### src/rtl/fwd_stall_unit.sv
// ----------------------------------------------------------------------------
// fwd_stall_unit
//
// Purpose:
//   Hazard unit for a 5-stage MIPS-style pipeline. It tracks the in-flight
//   register writers in E, M and W in a small scoreboard, using {valid, addr,
//   tnew} for each. From this it decides whether the instruction in D must
//   stall. It also selects a forwarding source for every D-stage operand and
//   for every E-stage operand. A separate countdown models the multi-cycle
//   HI/LO unit so that HI/LO users wait until mult/div results are ready.
//
// Ports:
//   clk            - sole clock, rising edge
//   rst_n          - asynchronous active-low reset
//   d_src_addr_i   - D-stage source register addresses, port i at [i*AW +: AW]
//   d_src_used_i   - port i is actually read by the D instruction
//   d_src_tuse_i   - cycles until port i's value is consumed, port i at [i*TW +: TW]
//   d_dst_we_i     - D instruction writes the register file
//   d_dst_addr_i   - D instruction destination register
//   d_dst_tnew_i   - cycles after entering E until the result exists
//   d_md_start_i   - D instruction is mult/multu/div/divu
//   d_md_div_i     - with d_md_start_i: 1 = divide, 0 = multiply
//   d_md_use_i     - D instruction touches HI/LO
//   stall_o        - freeze F/D and insert a bubble into E
//   fwd_sel_d_o    - per D port (2 bits each): 0 RF, 1 E, 2 M, 3 W
//   fwd_sel_e_o    - per E port (2 bits each): 0 pipeline register, 2 M, 3 W
//   md_busy_o      - HI/LO unit busy
// ----------------------------------------------------------------------------
module fwd_stall_unit #(
    parameter int NSRC     = 2,
    parameter int AW       = 5,
    parameter int TW       = 2,
    parameter int MULT_CYC = 5,
    parameter int DIV_CYC  = 10
) (
    input  logic                 clk,
    input  logic                 rst_n,
    input  logic [NSRC*AW-1:0]   d_src_addr_i,
    input  logic [NSRC-1:0]      d_src_used_i,
    input  logic [NSRC*TW-1:0]   d_src_tuse_i,
    input  logic                 d_dst_we_i,
    input  logic [AW-1:0]        d_dst_addr_i,
    input  logic [TW-1:0]        d_dst_tnew_i,
    input  logic                 d_md_start_i,
    input  logic                 d_md_div_i,
    input  logic                 d_md_use_i,
    output logic                 stall_o,
    output logic [NSRC*2-1:0]    fwd_sel_d_o,
    output logic [NSRC*2-1:0]    fwd_sel_e_o,
    output logic                 md_busy_o
);

    localparam int MAXC = (DIV_CYC > MULT_CYC) ? DIV_CYC : MULT_CYC;
    localparam int CW   = $clog2(MAXC + 1);

    // Scoreboard entries
    logic               eValid_q, mValid_q, wValid_q;
    logic [AW-1:0]      eAddr_q,  mAddr_q,  wAddr_q;
    logic [TW-1:0]      eTnew_q,  mTnew_q,  wTnew_q;

    // E-stage operand bookkeeping and HI/LO start flags
    logic [NSRC*AW-1:0] eSrcAddr_q;
    logic [NSRC-1:0]    eSrcUsed_q;
    logic               eMdStart_q, eMdDiv_q;

    // Next-state for the E entry
    logic               eValid_d;
    logic [NSRC-1:0]    eSrcUsed_d;
    logic               eMdStart_d;

    // HI/LO busy countdown
    logic [CW-1:0]      mdCnt_q, mdCnt_d;

    logic [NSRC-1:0]    portStall;
    logic [NSRC*2-1:0]  fwdSelD;
    logic [NSRC*2-1:0]  fwdSelE;
    logic               mdBusy;

    // A result never becomes "less ready" than 0.
    function automatic logic [TW-1:0] satDec(input logic [TW-1:0] t);
        return (t == '0) ? '0 : t - 1'b1;
    endfunction

    // D-stage hazard check. The youngest writer (E first, then M, then W) owns
    // the register value. A not-yet-ready owner is never bypassed in favour of
    // an older stage, because that older value would be stale.
    always_comb begin : dStageCheck
        logic [AW-1:0] src;
        logic [TW-1:0] tuse;
        logic [TW-1:0] hitTnew;
        logic [1:0]    hitSel;
        logic          hit;
        portStall = '0;
        fwdSelD   = '0;
        src       = '0;
        tuse      = '0;
        hitTnew   = '0;
        hitSel    = 2'd0;
        hit       = 1'b0;
        for (int i = 0; i < NSRC; i++) begin
            src     = d_src_addr_i[i*AW +: AW];
            tuse    = d_src_tuse_i[i*TW +: TW];
            hit     = 1'b0;
            hitSel  = 2'd0;
            hitTnew = '0;
            if (d_src_used_i[i] && (src != '0)) begin
                if (eValid_q && (eAddr_q == src)) begin
                    hit     = 1'b1;
                    hitSel  = 2'd1;
                    hitTnew = eTnew_q;
                end else if (mValid_q && (mAddr_q == src)) begin
                    hit     = 1'b1;
                    hitSel  = 2'd2;
                    hitTnew = mTnew_q;
                end else if (wValid_q && (wAddr_q == src)) begin
                    hit     = 1'b1;
                    hitSel  = 2'd3;
                    hitTnew = wTnew_q;
                end
            end
            if (hit && (hitTnew > tuse)) begin
                portStall[i] = 1'b1;
            end
            if (hit && (hitTnew == '0)) begin
                fwdSelD[i*2 +: 2] = hitSel;
            end
        end
    end

    // E-stage operand bypass from M or W. Only ready results are forwarded.
    // Anything not ready was already handled by stalling the operand in D.
    always_comb begin : eStageCheck
        logic [AW-1:0] src;
        fwdSelE = '0;
        src     = '0;
        for (int i = 0; i < NSRC; i++) begin
            src = eSrcAddr_q[i*AW +: AW];
            if (eSrcUsed_q[i] && (src != '0)) begin
                if (mValid_q && (mAddr_q == src)) begin
                    if (mTnew_q == '0) begin
                        fwdSelE[i*2 +: 2] = 2'd2;
                    end
                end else if (wValid_q && (wAddr_q == src)) begin
                    if (wTnew_q == '0) begin
                        fwdSelE[i*2 +: 2] = 2'd3;
                    end
                end
            end
        end
    end

    // The HI/LO unit counts as busy in the very cycle a mult/div sits in E.
    // The countdown only starts on the following edge.
    always_comb begin
        mdBusy  = (mdCnt_q != '0) || eMdStart_q;
        mdCnt_d = mdCnt_q;
        if (eMdStart_q) begin
            mdCnt_d = eMdDiv_q ? CW'(DIV_CYC) : CW'(MULT_CYC);
        end else if (mdCnt_q != '0) begin
            mdCnt_d = mdCnt_q - 1'b1;
        end
    end

    // A stalled D instruction must not advance. E therefore receives a bubble
    // that writes nothing, reads nothing and starts nothing.
    always_comb begin
        stall_o    = (|portStall) || (d_md_use_i && mdBusy);
        eValid_d   = d_dst_we_i   && !stall_o;
        eMdStart_d = d_md_start_i && !stall_o;
        eSrcUsed_d = stall_o ? '0 : d_src_used_i;
    end

    assign fwd_sel_d_o = fwdSelD;
    assign fwd_sel_e_o = fwdSelE;
    assign md_busy_o   = mdBusy;

    // Scoreboard shift, E load and HI/LO countdown. Reset aborts everything
    // in flight, including a running divide.
    always_ff @(posedge clk or negedge rst_n) begin
        if (!rst_n) begin
            eValid_q   <= 1'b0;
            mValid_q   <= 1'b0;
            wValid_q   <= 1'b0;
            eAddr_q    <= '0;
            mAddr_q    <= '0;
            wAddr_q    <= '0;
            eTnew_q    <= '0;
            mTnew_q    <= '0;
            wTnew_q    <= '0;
            eSrcAddr_q <= '0;
            eSrcUsed_q <= '0;
            eMdStart_q <= 1'b0;
            eMdDiv_q   <= 1'b0;
            mdCnt_q    <= '0;
        end else begin
            wValid_q   <= mValid_q;
            wAddr_q    <= mAddr_q;
            wTnew_q    <= satDec(mTnew_q);
            mValid_q   <= eValid_q;
            mAddr_q    <= eAddr_q;
            mTnew_q    <= satDec(eTnew_q);
            eValid_q   <= eValid_d;
            eAddr_q    <= d_dst_addr_i;
            eTnew_q    <= d_dst_tnew_i;
            eSrcAddr_q <= d_src_addr_i;
            eSrcUsed_q <= eSrcUsed_d;
            eMdStart_q <= eMdStart_d;
            eMdDiv_q   <= d_md_div_i;
            mdCnt_q    <= mdCnt_d;
        end
    end

endmodule

### config.mk
export PLATFORM = sky130hd
export DESIGN_NAME = fwd_stall_unit
export DESIGN_NICKNAME = d
export VERILOG_FILES = /design/src/rtl/fwd_stall_unit.sv
export SDC_FILE = /design/constraint.sdc
export NUM_CORES = 1
export LEC_CHECK = 0
export ABC_AREA = 0
export BUFFER_PORTS_ARGS = -buffer_cell sky130_fd_sc_hd__clkbuf_2
export CORE_ASPECT_RATIO = 1.4
export CORE_MARGIN = 4
export CORE_UTILIZATION = 40
export CTS_BUF_LIST = sky130_fd_sc_hd__clkbuf_8
export DETAILED_ROUTE_END_ITERATION = 12
export PLACE_DENSITY = 0.67
export SLEW_MARGIN = 20
export SYNTH_ARGS = -nofsm -noshare
export SYNTH_HDL_FRONTEND = slang
export SYNTH_SLANG_ARGS = --single-unit
### constraint.sdc
create_clock -name clk -period 3.6 [get_ports clk]
set_clock_uncertainty 0.15 [all_clocks]
set_input_delay 0.54 -clock clk [delete_from_list [all_inputs] [get_ports clk]]
set_output_delay 0.54 -clock clk [all_outputs]
set_load 0.005 [all_outputs]
==> impl_metrics.json <==
{
  "die_x_um": 72.0,
  "num_vias": 1934,
  "yosysUniqueCellTypes": 41,
  "finalWorstSetupSlack_ns": -0.0283,
  "syn_area_um2": 2290,
  "placer_s_final_routability_congestion_estimate": 0.872,
  "postSynthRegisterBits": 42,
  "synthesis.instances": 213,
  "grt_pass1_wl_um": 9470,
  "area_delta_synth_final_pct": 29.9,
  "drt-initial-drc-count": 77,
  "maxSlewViolCount": 0,
  "ordered_list_of_cells_on_the_worst_path": "xor2_1, nor4_2, o211ai_1, a31oi_1, and2_1, ha_1, a21oi_1, a211oi_2, a22o_1, or3_1, clkbuf_2",
  "core_region_area_um2": 5530,
  "dp_hpwl_um": 4390,
  "finalSetupViolations": 1,
  "number_of_global_route_vias_before_repair": 1967,
  "p_total_mw": 1.28,
  "grt_setup_unrepaired": "yes",
  "maxCapViolCount": 0,
  "cp_num_buf_inv": 1,
  "boundaryPins": 39,
  "power_density_nw_per_um2": 429,
  "antenna_violating_nets_post_route": 0,
  "placed_cells_incl_taps": 331,
  "totalNegativeSetupSlack_ns": -0.0283,
  "worstSetupEndpointType": "primary output",
  "overall_die_height_um": 97.6,
  "critical_path.startpoint_type": "register",
  "mappedNetlistNets": 248,
  "cp_data_arrival_time_ns": 2.94,
  "drt_pre_antenna_iters": 4,
  "cp_slowest_cell": "sky130_fd_sc_hd__dfrtp_2",
  "cts_made_buffers": 5,
  "worst_ep_required_time_ns": 2.91,
  "h_tree_lvls": 2,
  "nets": 315,
  "worst-path-max-fanout": 4,
  "worst_ir_drop_vdd_v": 0.000328,
  "total_leakage_power_nw": 1.30,
  "timing.slew.headroom": 0.390,
  "grt_start_max_net_pins": 43,
  "detail_route.wirelength_um": 5940,
  "timing_worst_setup_path_type": "register to primary output",
  "drc": 0,
  "io_buffers": 38,
  "failed_checks": "setup timing",
  "clkLatencyLatePin_ns": 0.30,
  "antenna_cells": 0,
  "syn-mean-instance-area_um2": 10.8,
  "routedWlPerCell_um": 17.0,
  "worst_path_largest_cell_delay_ns": 0.45,
  "synth-warning-count": 0,
  "synth-edff-count": 0,
  "fin_cells": 349,
  "antenna_found_initial": 0,
  "tightest_slew_ns": 0.914,
  "cts_root_buf": "sky130_fd_sc_hd__clkbuf_8",
  "clock_sink_count": 42,
  "cts_buffer_depth": 2,
  "category_of_cells_accounting_for_the_largest_share_of_critical_path_delay": "simple AND/OR/NAND/NOR gates",
  "outcome": "finished with violations",
  "utilization": 0.539,
  "synth-main-ff-cell": "sky130_fd_sc_hd__dfrtp_1",
  "placement_rows": 32,
  "tritoncts_clock_tree": "done",
  "period_minus_slack_ns": 3.63,
  "fp.dieArea_um2": 7030,
  "ys_seq_area_frac": 0.458,
  "total_global_routing_overflow": 0,
  "hold_path_class": "input port to register",
  "worst_setup_hold_path_clk_slew_ns": 0.08,
  "final_layout_size_suffix_gt1_frac": 0.356,
  "max_freq_ghz": 0.276,
  "number_of_hold_violations_in_the_final_report": 0,
  "grt_usage": 0.175,
  "postSynth.asyncResetShare": 1.00,
  "drt-vias-per-instance": 5.54,
  "initial_utilization": 0.415,
  "final_min_period_over_clock_period": 1.01
}
-- final timing paths --
path,to,cells after the start,slack (ns),startpoint
setup / recovery,stall_o,11,-0.03,wAddr_q[3]
hold / removal,eMdDiv_q,1,0.19,d_md_div_i
setup reg to reg,eSrcUsed_q[0],11,0.57,wAddr_q[3]
hold reg to reg,mAddr_q[0],0,0.31,eAddr_q[0]
max in group asynchronous,wAddr_q[0],1,2.46,rst_n
min in group asynchronous,eAddr_q[2],1,0.22,rst_n
-- through the flow --
stage	hold WS, ns	instance area (um^2)	worst slack (ns)
final	0.193	2980	-0.0283
after global routing	0.178	2980	-0.180
after CTS	0.185	2910	0.00950
after detailed placement	0.287	2670	-0.0224
after global placement	0.288	2670	0.00242
after floorplan	0.0944	2290	0.291
-- synthesized netlist by cell type, drive strengths merged (2+ instances only) --
cell type  count  area (um^2)
a211oi         2         15.0
a21oi          3         15.0
a31oi          4         25.0
and2           4         25.0
and3           6         37.5
and4           2         17.5
clkbuf         2         7.51
dfrtp         42         1050
ha             6         75.1
inv            6         22.5
nand2          6         22.5
nand2b         3         18.8
nand3          8         40.0
nand4          8         50.1
nand4b         2         17.5
nor2           3         11.3
nor2b          2         12.5
nor3           4         20.0
nor4           8         56.3
nor4b          7         61.3
o211ai         4         30.0
o21a           4         30.0
o21ai          6         33.8
or2            4         25.0
or3            2         12.5
or4            4         30.0
xnor2         31          272
xor2          20          175
-- cells in the final DEF (no fill, tap or decap), drive strengths merged, types with 4 or more instances in the layout --
master and instances:
inv 6, o21ai 6, dfrtp 42, ha 6
o211ai 4, xnor2 31, and3 6, nor4b 7
clkbuf 42, and2 4, a31oi 4, nor3 4
or2 4, buf 26, nand2 6, nand4 8
or4 4, xor2 20, o21a 4, nand3 8
nor4 8
-- repair_timing --
action                                  4_1_cts  5_1_grt
hold buffers                                  0        0
endpoints found under the setup margin        1        1
buffers inserted                              7        3
gates resized for setup                      16        7
pin swaps                                    12        7
-- layer usage --
| metal | share of wire | GRT usage | vias up | wire [um] |
|---|---|---|---|---|
| met3 | 0.044 | 0.0352 | 17 | 264 |
| met2 | 0.53 | 0.309 | 54 | 3170 |
| met5 | 0 | 0 | - | 0 |
| met4 | 0.034 | 0.0912 | 0 | 204 |
| li1 | - | - | 913 | - |
| met1 | 0.39 | 0.194 | 950 | 2300 |
-- state kept, by name, summed over array words and instances (netlist names) --
| name | flops |
|---|---|
| eMdDiv_q | 1 |
| wValid_q | 1 |
| eSrcAddr_q | 10 |
| eValid_q | 1 |
| wTnew_q | 2 |
| mAddr_q | 5 |
| eTnew_q | 2 |
| mValid_q | 1 |
| mdCnt_q | 4 |
| eSrcUsed_q | 2 |
| wAddr_q | 5 |
| eMdStart_q | 1 |
| eAddr_q | 5 |
| mTnew_q | 2 |
-- cell type report --
class	count	area [um^2]
Timing Repair Buffer	63	378
Clock inverter	3	68.8
Multi-Input combinational cell	162	1290
Inverter	6	22.5
Sequential cell	42	1060
Clock buffer	5	68.8
Fill cell	495	2550
Tap cell	68	85.1
-- cells by family (layout without fill, tap and decap cells) --
group	count (synthesis)	after routing	synth area share
AOI/OAI and AO/OA	29	29	0.0878
xor gates and xnor gates	51	51	0.195
adders and majority gates	6	6	0.0327
buffers and inverters	9	77	0.0147
DFF	42	42	0.458
and+or+nand+nor	76	76	0.212
-- report_power, final --
group | switching [mW] | total (mW) | internal (mW)
Sequential | 0.0538 | 0.575 | 0.521
Clock | 0.169 | 0.447 | 0.278
Combinational | 0.123 | 0.255 | 0.132
Note: power is estimated with default switching activity, not from simulation.
